`src/rtl/afifo_wr_burst_arbiter.sv`:
```
// Round-robin burst arbiter sharing one async FIFO write port among NUM_REQ producers.
// A grant is held for a whole burst: until an accepted req_last or MAX_BURST accepted beats.
module afifo_wr_burst_arbiter #(
   parameter int NUM_REQ    = 4,
   parameter int DATA_WIDTH = 64,
   parameter int MAX_BURST  = 16,
   parameter int CNT_WIDTH  = 8
) (
   input  logic                          clk,
   input  logic                          rst,
   input  logic [NUM_REQ-1:0]            req_valid,
   input  logic [NUM_REQ*DATA_WIDTH-1:0] req_data,
   input  logic [NUM_REQ-1:0]            req_last,
   output logic [NUM_REQ-1:0]            req_ready,
   input  logic                          fifo_wr_vld,
   output logic                          fifo_wr_en,
   output logic [DATA_WIDTH-1:0]         fifo_wr_data,
   output logic [NUM_REQ-1:0]            grant,
   output logic                          busy,
   output logic [CNT_WIDTH-1:0]          beat_cnt
);

   localparam int IDX_W = (NUM_REQ > 1) ? $clog2(NUM_REQ) : 1;

   typedef enum logic {IDLE, BURST} state_t;

   state_t               state, state_next;
   logic [NUM_REQ-1:0]   grant_next;
   logic [CNT_WIDTH-1:0] cnt_next;
   logic [IDX_W-1:0]     rr_ptr, rr_next;
   logic [IDX_W-1:0]     gidx;
   logic [IDX_W-1:0]     sel_idx;
   logic [IDX_W:0]       probe;
   logic                 sel_found;
   logic                 last_g;
   logic                 end_burst;

   // Rotating search: first requester at or above rr_ptr, wrapping past NUM_REQ-1.
   // NOTE: every signal written in an always_comb gets a default first, so no path infers a latch.
   always_comb begin
      sel_found = 1'b0;
      sel_idx   = '0;
      probe     = '0;
      for (int k = 0; k < NUM_REQ; k++) begin
         probe = {1'b0, rr_ptr} + (IDX_W+1)'(k);
         if (probe >= (IDX_W+1)'(NUM_REQ)) probe = probe - (IDX_W+1)'(NUM_REQ);
         if (!sel_found && req_valid[probe[IDX_W-1:0]]) begin
            sel_found = 1'b1;
            sel_idx   = probe[IDX_W-1:0];
         end
      end
   end

   // Datapath steered by the one-hot grant; all-zero grant yields all-zero outputs.
   always_comb begin
      gidx         = '0;
      fifo_wr_data = '0;
      for (int i = 0; i < NUM_REQ; i++) begin
         if (grant[i]) begin
            gidx         = IDX_W'(i);
            fifo_wr_data = req_data[i*DATA_WIDTH +: DATA_WIDTH];
         end
      end
   end

   assign req_ready  = grant & {NUM_REQ{fifo_wr_vld}};
   assign fifo_wr_en = (|(grant & req_valid)) & fifo_wr_vld;
   assign last_g     = |(grant & req_last);
   assign end_burst  = fifo_wr_en & (last_g | (beat_cnt == CNT_WIDTH'(MAX_BURST - 1)));
   assign busy       = (state == BURST);

   always_comb begin
      state_next = state;
      grant_next = grant;
      cnt_next   = beat_cnt;
      rr_next    = rr_ptr;
      case (state)
         IDLE: begin
            if (sel_found) begin
               state_next = BURST;
               grant_next = NUM_REQ'(1) << sel_idx;
               cnt_next   = '0;
            end
         end
         BURST: begin
            if (end_burst) begin
               state_next = IDLE;
               grant_next = '0;
               cnt_next   = '0;
               rr_next    = (gidx == IDX_W'(NUM_REQ - 1)) ? '0 : gidx + IDX_W'(1);
            end else if (fifo_wr_en) begin
               cnt_next   = beat_cnt + CNT_WIDTH'(1);
            end
         end
         default: state_next = IDLE;
      endcase
   end

   // NOTE: state registers use non-blocking assignments so every flop samples pre-edge values.
   always_ff @(posedge clk or posedge rst) begin
      if (rst) begin
         state    <= IDLE;
         grant    <= '0;
         beat_cnt <= '0;
         rr_ptr   <= '0;
      end else begin
         state    <= state_next;
         grant    <= grant_next;
         beat_cnt <= cnt_next;
         rr_ptr   <= rr_next;
      end
   end

endmodule

```
`config.mk`:
```
export PLATFORM = sky130hd
export DESIGN_NAME = afifo_wr_burst_arbiter
export DESIGN_NICKNAME = d
export VERILOG_FILES = /design/src/rtl/afifo_wr_burst_arbiter.sv
export SDC_FILE = /design/constraint.sdc
export NUM_CORES = 1
export LEC_CHECK = 0
export BUFFER_PORTS_ARGS = -buffer_cell sky130_fd_sc_hd__buf_2
export CAP_MARGIN = 20
export CORE_AREA = 5 5 131 133
export CTS_CLUSTER_DIAMETER = 80
export DETAILED_ROUTE_END_ITERATION = 7
export DIE_AREA = 0 0 136 138
export HOLD_SLACK_MARGIN = 0.1
export SLEW_MARGIN = 20
export SYNTH_ARGS = -nofsm -noshare
export SYNTH_HDL_FRONTEND = slang
export SYNTH_SLANG_ARGS = --single-unit
```
`constraint.sdc`:
```
create_clock -name clk -period 4.25 [get_ports clk]
set_input_delay 0.2125 -clock clk [delete_from_list [all_inputs] [get_ports clk]]
set_output_delay 0.2125 -clock clk [all_outputs]
set_load 0.005 [all_outputs]
```
==> results by group, run 1 <==
Yosys
  – Yosys warns: 0
  – Yosys top cell by area: a22oi_1
  – Netlist Area Pre-Place: roughly 2700 um^2
  – Ys async rst share: 100%
  – Syn Area/Cell: 5.70 um^2
  – Post-synth EDFFs: 0
  – Distinct cells, synth: 35
  – Area contributors post-synth: a22oi_1 (19%), dfrtp_1 (14%), o21ai_0 (13%), a21oi_1 (13%), nand2_1 (11%)
  – Synthesized instance count: ~470
  – Synthesized flop and latch total: 15
  – Top cells by count, synth: nand2_1 (78), nor2_1 (72), o21ai_0 (70)
  – Top_reg_cell synth: dfrtp_1
  – Most frequent cell after synthesis: nand2_1
  – Area share of the leading cell type in the synthesized netlist: 19.4%
  – Total nets after synthesis: 736
  – Post-synthesis sequential area ratio: ~14%

Timing
  – Fin. Hold Viols: 0
  – Hold slack: around 0.4 ns
  – Ratio of final minimum period to clock period: 64.9%
  – Clock Skew: 0.00407 ns
  – Max_slew headroom: 44.5%
  – Fin. max-slew vios: 0
  – RSZ-0062 raised after global routing: false
  – FMAX: 362 MHz
  – Final TNS setup: 0 ns
  – Final Setup Violations: 0
  – Worst-Margin Slew: around 0.83 ns
  – Minimum clock period: around 2.8 ns

Worst hold path
  – Hold Crit Class: in -> reg
  – Worst hold path cell count: 3
  – Hold_sp: req_valid[3]

Worst setup path
  – Critical path class: reg -> out
  – CP Buf/Inv Count: 2
  – Worst path cell trace: nor2b_4 -> buf_12 -> a22oi_1 -> nor2_1 -> a21oi_1 -> o21ai_0 -> buf_2
  – CP startpoint: grant[1]
  – Crit path DAT: ~2.6 ns
  – Crit path launch type: register
  – CP Capture Type: primary output
  – Stages on worst setup path: 7
  – Max stage delay cell, worst path: nor2b_4
  – R2R Path Start: grant[2]
  – Slowest cell delay on critical path: about 0.75 ns
  – CP max FO: 34
  – R2R depth: 5
  – WP data required: about 4.0 ns
  – CP top delay family: simple AND/OR/NAND/NOR gates

Power and ir drop
  – Sequential share of power: between 15 and 20%
  – P_sw: approximately 1.2 mW
  – P_int: around 1.1 mW
  – Pwr/cell area: between 400 and 500 nW/um^2
  – Pleak: roughly 2.4 nW
  – Switching share of power: a little over half
  – Comb pwr share: between 70 and 80%
  – Worst IR Drop VDD: around 0.00022 V
  – Clock power share: around 8.1%

CTS
  – Worst-case clock buffer depth: 2
  – Worst skew pair latency: ~0.25 ns
  – Inserted Clock Buffers: 3
  – CTS tree: done
  – Clk sink count: 15
  – H-Tree Depth: 1
  – Reg clk slew, reported paths: about 0.05 ns
  – Clk root buf: clkbuf_16

Floorplan
  – Die Span X: between 100 and 150 um
  – Core area: roughly 16,000 um^2
  – Ports: roughly 350
  – Die ar.: about 19,000 um^2
  – Die Ht: 138 um
  – Initial core utilization: roughly 17%
  – Rows: 46

Cells and area
  – Area of the multi-input gates: between 2000 and 2500 um^2
  – Layout area overhead: 74.2%
  – Reg area: about 380 um^2
  – # fillers: between 1,500 and 2,000
  – # nets final: between 1,000 and 1,500
  – Layout cells sized above 1: a little under half

Global route
  – Met1 Track Usage GR: between 15 and 20%
  – GRT overflow: 0
  – GR peak layer: met2
  – Vias in the first global route: between 4,000 and 5,000
  – Gr usage total: roughly 15%
  – First-pass GRT wire length: roughly 23,000 um
  – Global-route track usage on met2: between 20% and 30%
  – Initial antenna violation count: 2
  – Met3 GRT Util: 3.45%
  – Largest net degree at the start of global routing: 72

Drt
  – Vias: 4,632
  – Drt pass-1 iters: 4
  – Drt wl/cell: 15.9 um
  – Antenna-violating nets left: 0
  – Initial DRC Count: approximately 220
  – DR vias/cell: 4.66
  – Drt drc: 0
  – Final wirelength: between 15,000 and 20,000 um

Placed design
  – # port buffers: between 300 and 400
  – Placer Congestion: roughly 0.85
  – Hpwl dp: approximately 13,000 um

Job
  – Max_cap viols: 0

Status
  – Status: finished clean
==> state kept, by name, indices dropped and copies added (netlist names) <==
name      count
grant         4
beat_cnt      8
busy          1
rr_ptr        2
==> layout by cell type, fill, tap and decap left out, types with 2 or more instances in the layout <==
| cell type | netlist | final |
|---|---|---|
| or3_1 | 2 | 2 |
| nor2_1 | 72 | 72 |
| or2_2 | 2 | 2 |
| nand3_1 | 5 | 5 |
| o21ai_0 | 70 | 70 |
| o2bb2ai_1 | 2 | 2 |
| nor4_1 | 3 | 3 |
| o31ai_1 | 2 | 2 |
| dfrtp_4 | 0 | 2 |
| o21a_1 | 2 | 2 |
| a22o_1 | 3 | 3 |
| inv_1 | 3 | 3 |
| nand2_1 | 78 | 78 |
| a22oi_1 | 69 | 69 |
| and2_1 | 5 | 5 |
| o41ai_1 | 2 | 2 |
| nor3_1 | 2 | 2 |
| clkbuf_16 | 0 | 3 |
| dfrtp_1 | 15 | 12 |
| buf_4 | 1 | 3 |
| a21oi_1 | 69 | 69 |
| buf_2 | 2 | 348 |
| a31oi_1 | 2 | 2 |
==> stage by stage <==
step / total power, mW / std cells / worst slack [ns] / instance area (um^2) / utilization (%)
floorplan: 1.32 / 468 / 2.38 / 2670 / -
global placement: 2.11 / 989 / 1.66 / 4560 / 29.0
detailed placement: 2.12 / 989 / 1.68 / 4560 / 29.0
CTS: 2.32 / 994 / 1.41 / 4650 / 29.6
global route: 2.55 / 995 / 1.22 / 4650 / 29.6
finish: 2.28 / 995 / 1.49 / 4650 / 29.6
==> worst paths after layout <==
path | slack, ns | end
max reg2reg | 1.75 | beat_cnt[6]
max in group asynchronous | 3.18 | grant[2]
min reg2reg | 0.55 | beat_cnt[0]
min in group asynchronous | 0.59 | beat_cnt[5]
max | 1.49 | fifo_wr_data[34]
min | 0.40 | grant[2]
==> what timing repair did <==
action	CTS	global route
gates resized for setup	0	0
hold buffers	1	0
buffers inserted	0	0
hold endpoints to repair	15	0
==> worst min-delay path, cell delays in order <==
cell       delay (ns)
buf_2            0.14
o22ai_1          0.12
o2bb2ai_1        0.14
==> kinds of logic (layout without fill, tap and decap cells) <==
logic type	count (synthesis)	in the layout	share of synthesized area [%]
buffers and inverters	50	360	7.27
DFF	15	15	14.1
other	0	1	0
adders and majority gates	1	1	0.469
and+or+nand+nor	175	175	27.0
muxes	1	1	0.375
AOI/OAI and AO/OA	226	226	50.8
==> layer usage <==
layer / wire [um] / vias up
met1: 6210 / 2048
met4: 189 / 2
met2: 7850 / 244
met3: 1590 / 16
li1: - / 2322
met5: 20 / -
==> cell type report <==
class	count	share of cell area (%)
multi-input cells	403	45.3
flip-flops and latches	15	8.26
repair buffers	353	38.6
well taps	216	5.81
inverters	3	0.242
clock inverters	1	0.108
diodes	1	0.0538
clock buffers	3	1.62
==> power by group through the flow <==
stage	Sequential (mW)	Combinational (mW)	Clock (mW)
after floorplan	0.214	1.11	0
after global placement	0.376	1.73	0
after detailed placement	0.379	1.74	0
after CTS	0.377	1.75	0.188
after global routing	0.397	1.96	0.196
final	0.375	1.72	0.184
Note: power is estimated with default switching activity, not from simulation.
==> run 2, diff against run 1 <==
--- a/config.mk
+++ b/config.mk
@@ -5,12 +5,13 @@
 export SDC_FILE = /design/constraint.sdc
 export NUM_CORES = 1
 export LEC_CHECK = 0
+export ABC_AREA = 1
 export BUFFER_PORTS_ARGS = -buffer_cell sky130_fd_sc_hd__buf_2
 export CAP_MARGIN = 20
-export CORE_AREA = 5 5 131 133
+export CORE_AREA = 5 5 132 134
 export CTS_CLUSTER_DIAMETER = 80
 export DETAILED_ROUTE_END_ITERATION = 7
-export DIE_AREA = 0 0 136 138
+export DIE_AREA = 0 0 137 139
 export HOLD_SLACK_MARGIN = 0.1
 export SLEW_MARGIN = 20
 export SYNTH_ARGS = -nofsm -noshare
==> constraint.sdc (replaced) <==
create_clock -name clk -period 2.4 [get_ports clk]
set_input_delay 0.12 -clock clk [delete_from_list [all_inputs] [get_ports clk]]
set_output_delay 0.12 -clock clk [all_outputs]
set_load 0.005 [all_outputs]
==> run 2 against run 1 <==
Compared with the run above: area after synthesis grew 22%; register-to-register slack lost 1.1 ns; wire length grew 15%; first-iteration DRC count grew 48%; global-route usage grew 1.9 points; critical path depth is the same; sequential share of layout area shrank 1.1 points; highest routed layer unchanged; final cell count grew 17%; non-clock buffer count grew 7; setup slack lost 1.0 ns; largest cell class unchanged; total power grew 140%.
==> results by group, run 2 <==
Floorplan
  – Die ar.: 19,000 um^2 (+1.5%)
  – Ports: 349 (unchanged)
  – Die Span X: 137 um (+0.74%)
  – Die Ht: 139 um (+0.72%)
  – Rows: 47 (+2.2%)
  – Core area: 16,200 um^2 (+2.9%)
  – Initial core utilization: 20.1% (+3.1 points)

Worst setup path
  – R2R Path Start: rr_ptr[0]
  – CP startpoint: grant[2]
  – WP data required: 2.28 ns (-1.76 ns)
  – Worst reg-to-reg setup slack: 0.62 ns (-1.13 ns)
  – Crit path launch type: register
  – Critical path class: reg -> out
  – Max stage delay cell, worst path: dfrtp_2
  – R2R depth: 11 (+6)
  – R2R Path End: beat_cnt[5]
  – CP Capture Type: primary output
  – Crit path DAT: 1.84 ns (-0.71 ns)
  – Slowest cell delay on critical path: 0.50 ns (-0.25 ns)
  – Worst path most repeated cell: nand3_1
  – CP max FO: 38 (+12%)
  – Worst path cell trace: nor2_4 -> buf_4 -> nand3_1 -> nand3_1 -> o21ai_1 -> inv_1 -> buf_2

Timing
  – Hold slack: 0.491 ns (+0.0873 ns)
  – Ratio of final minimum period to clock period: 81.6%
  – Max_slew headroom: 50.1% (+5.6 points)
  – Minimum clock period: approximately 2.0 ns
  – Final Setup Violations: 0 (unchanged)
  – Final TNS setup: 0 ns (unchanged)
  – Fin. max-slew vios: 0 (unchanged)
  – RSZ-0062 raised after global routing: false
  – FMAX: between 500 and 600 MHz
  – Worst-Margin Slew: 0.749 ns (-0.0815 ns)
  – Clock Skew: 0.000959 ns (-0.00311 ns)
  – Fin. Hold Viols: 0 (unchanged)

Yosys
  – Top cells by count, synth: nand3_1 (149), nand2_1 (137), inv_1 (85)
  – Mux contribution to synthesized area: 0% (-0.38 points)
  – Complex-gate fraction of the synthesized area: 23.3% (-28 points)
  – Yosys top cell by area: nand3_1
  – Syn Area/Cell: 5.16 um^2 (-9.4%)
  – Post-synthesis sequential area ratio: 11.6% (-2.5 points)
  – Ys async rst share: 100% (unchanged)
  – Distinct cells, synth: 27 (-23%)
  – Top_reg_cell synth: dfrtp_1
  – Synthesized flop and latch total: 15 (unchanged)
  – Netlist Area Pre-Place: 3250 um^2 (+22%)
  – Area contributors post-synth: nand3_1 (23%), nand2_1 (16%), dfrtp_1 (12%), a21oi_1 (10%), o21ai_1 (10%)
  – Xor/xnor share of the synthesized area: 0.809% (+0.81 points)
  – Yosys warns: 0 (unchanged)
  – Most frequent cell after synthesis: nand3_1
  – Largest family of logic cells by synthesized area: simple AND/OR/NAND/NOR gates
  – Synthesized instance count: 629 (+34%)
  – Fraction of the mapped netlist area in adder cells: 0.385% (-0.084 points)
  – Area share of the leading cell type in the synthesized netlist: 23.0% (+3.5 points)
  – Total nets after synthesis: 897 (+22%)
  – Simple-Gate Fraction of Synth Area: 46.9% (+20 points)
  – Post-synth EDFFs: 0 (unchanged)

Global route
  – Vias in the first global route: 5,080 (+15%)
  – Largest net degree at the start of global routing: 71 (-1.4%)
  – Gr usage total: 17.1% (+1.9 points)
  – First-pass GRT wire length: 26,600 um (+15%)
  – Initial antenna violation count: 3 (+1)
  – GRT overflow: 0 (unchanged)

Job
  – Max_cap viols: 0 (unchanged)

Cells and area
  – # nets final: 1,216 (+16%)
  – Most frequent cells in the layout: buf_2 (348), nand3_1 (149), nand2_1 (137)
  – Most common cell after layout, fill and taps aside: buf_2
  – Layout area overhead: 62.4%
  – Top flop regs: beat_cnt: 8 flops, grant: 4 flops, rr_ptr: 2 flops
  – Most flops, register: beat_cnt
  – Cell Count, Final, Fillers Out: 1,167 (+17%)
  – Finished Core Util: 32.6% (+3.0 points)
  – Max FFs per register: 8 (unchanged)
  – Layout cells sized above 1: 42.7% (-4.0 points)
  – Number of diodes: 0 (-1)

Drt
  – Drt drc: 0 (unchanged)
  – Vias: 5,391 (+16%)
  – Initial DRC Count: 319 (+48%)
  – Antenna-violating nets left: 0 (unchanged)
  – DR vias/cell: 4.62 (-0.77%)
  – Final wirelength: 18,200 um (+15%)
  – Drt pass-1 iters: 5 (+1)
  – Drt wl/cell: 15.6 um (-2.2%)

Worst hold path
  – Hold Crit Class: in -> async

Power and ir drop
  – Clock power share: 5.9% (-2.2 points)
  – Sequential share of power: 9.2% (-7.2 points)
  – Power, Total: 5.57 mW (+140%)
  – Pleak: 3.31 nW (+38%)
  – Worst IR Drop VDD: 0.000510 V (+130%)
  – P_int: 2.46 mW (+130%)
  – P_sw: 3.11 mW (+160%)
  – Comb pwr share: 84.8% (+9.3 points)
  – Switching share of power: 55.8% (+3.7 points)
  – Pwr/cell area: 1060 nW/um^2 (+110%)

CTS
  – Worst skew pair latency: 0.25 ns (about the same)
  – CTS tree: done
  – Reg clk slew, reported paths: 0.05 ns (about the same)
  – Clk sink count: 15 (unchanged)
  – Inserted Clock Buffers: 3 (unchanged)
  – Worst-case clock buffer depth: 2 (unchanged)
  – H-Tree Depth: 1 (unchanged)
  – # Post-CTS Setup Buffers: 0 (unchanged)
  – Clk root buf: clkbuf_16

Status
  – Status: finished clean

Placed design
  – Inst Count DP: 1,162 (+17%)
  – # port buffers: 348 (unchanged)
  – Hpwl dp: 14,500 um (+12%)
  – Placer Congestion: 0.948 (+11%)
run 2: worst max-delay path, delay by kind of cell (launching register included):
kind | cells | cell delay (ns)
flops | 1 | 0.50
buf+inv | 3 | 0.64
compound gates | 1 | 0.07
simple gates | 3 | 0.33
run 2: kinds of logic (layout without fill, tap and decap cells):
group	after synthesis	count (layout)
xor gates and xnor gates	3	3
AOI/OAI and AO/OA	144	144
buffers and inverters	142	460
and+or+nand+nor	324	324
adders and majority gates	1	1
DFF	15	15
run 2: what timing repair did:
item                      4_1_cts  5_1_grt
hold buffers                    1        0
hold endpoints to repair       15        0
gates resized for setup         0        0
run 2: stage by stage:
step,cell area (um^2),setup WS [ns]
final,5280,0.441
after global routing,5280,0.278
after CTS,5280,0.423
after detailed placement,5190,0.632
after global placement,5190,0.622
after floorplan,3250,0.847
run 2: power by group through the flow:
stage / sequential, mW / combinational [mW] / clock (mW)
final: 0.514 / 4.72 / 0.331
after global routing: 0.534 / 5.29 / 0.350
after CTS: 0.516 / 4.77 / 0.339
after detailed placement: 0.518 / 4.75 / 0
after global placement: 0.513 / 4.77 / 0
after floorplan: 0.454 / 3.03 / 0
run 2: how the worst max path moves through the flow:
stage / end / slack [ns] / cells after the start
after floorplan: beat_cnt[0] / 0.85 / 12
after detailed placement: beat_cnt[5] / 0.63 / 10
final: fifo_wr_data[0] / 0.44 / 7
after CTS: fifo_wr_data[42] / 0.42 / 7
after global routing: fifo_wr_data[0] / 0.28 / 8
after global placement: beat_cnt[5] / 0.62 / 10
run 2: final cells by class:
cell class,count,area (um^2)
fill,1798,10900
multi-input combinational,472,2330
timing repair buffer,360,1850
sequential,15,379
inverter,96,360
tap,220,275
clock buffer,3,75.1
clock inverter,1,5.00
run 2: layer usage:
metal	wire [um]	global-route usage, %	vias up
met2	8510	29.2	295
met1	7160	21.3	2353
li1	-	-	2701
met5	15	0	-
met4	442	3.57	4
met3	2040	4.86	38
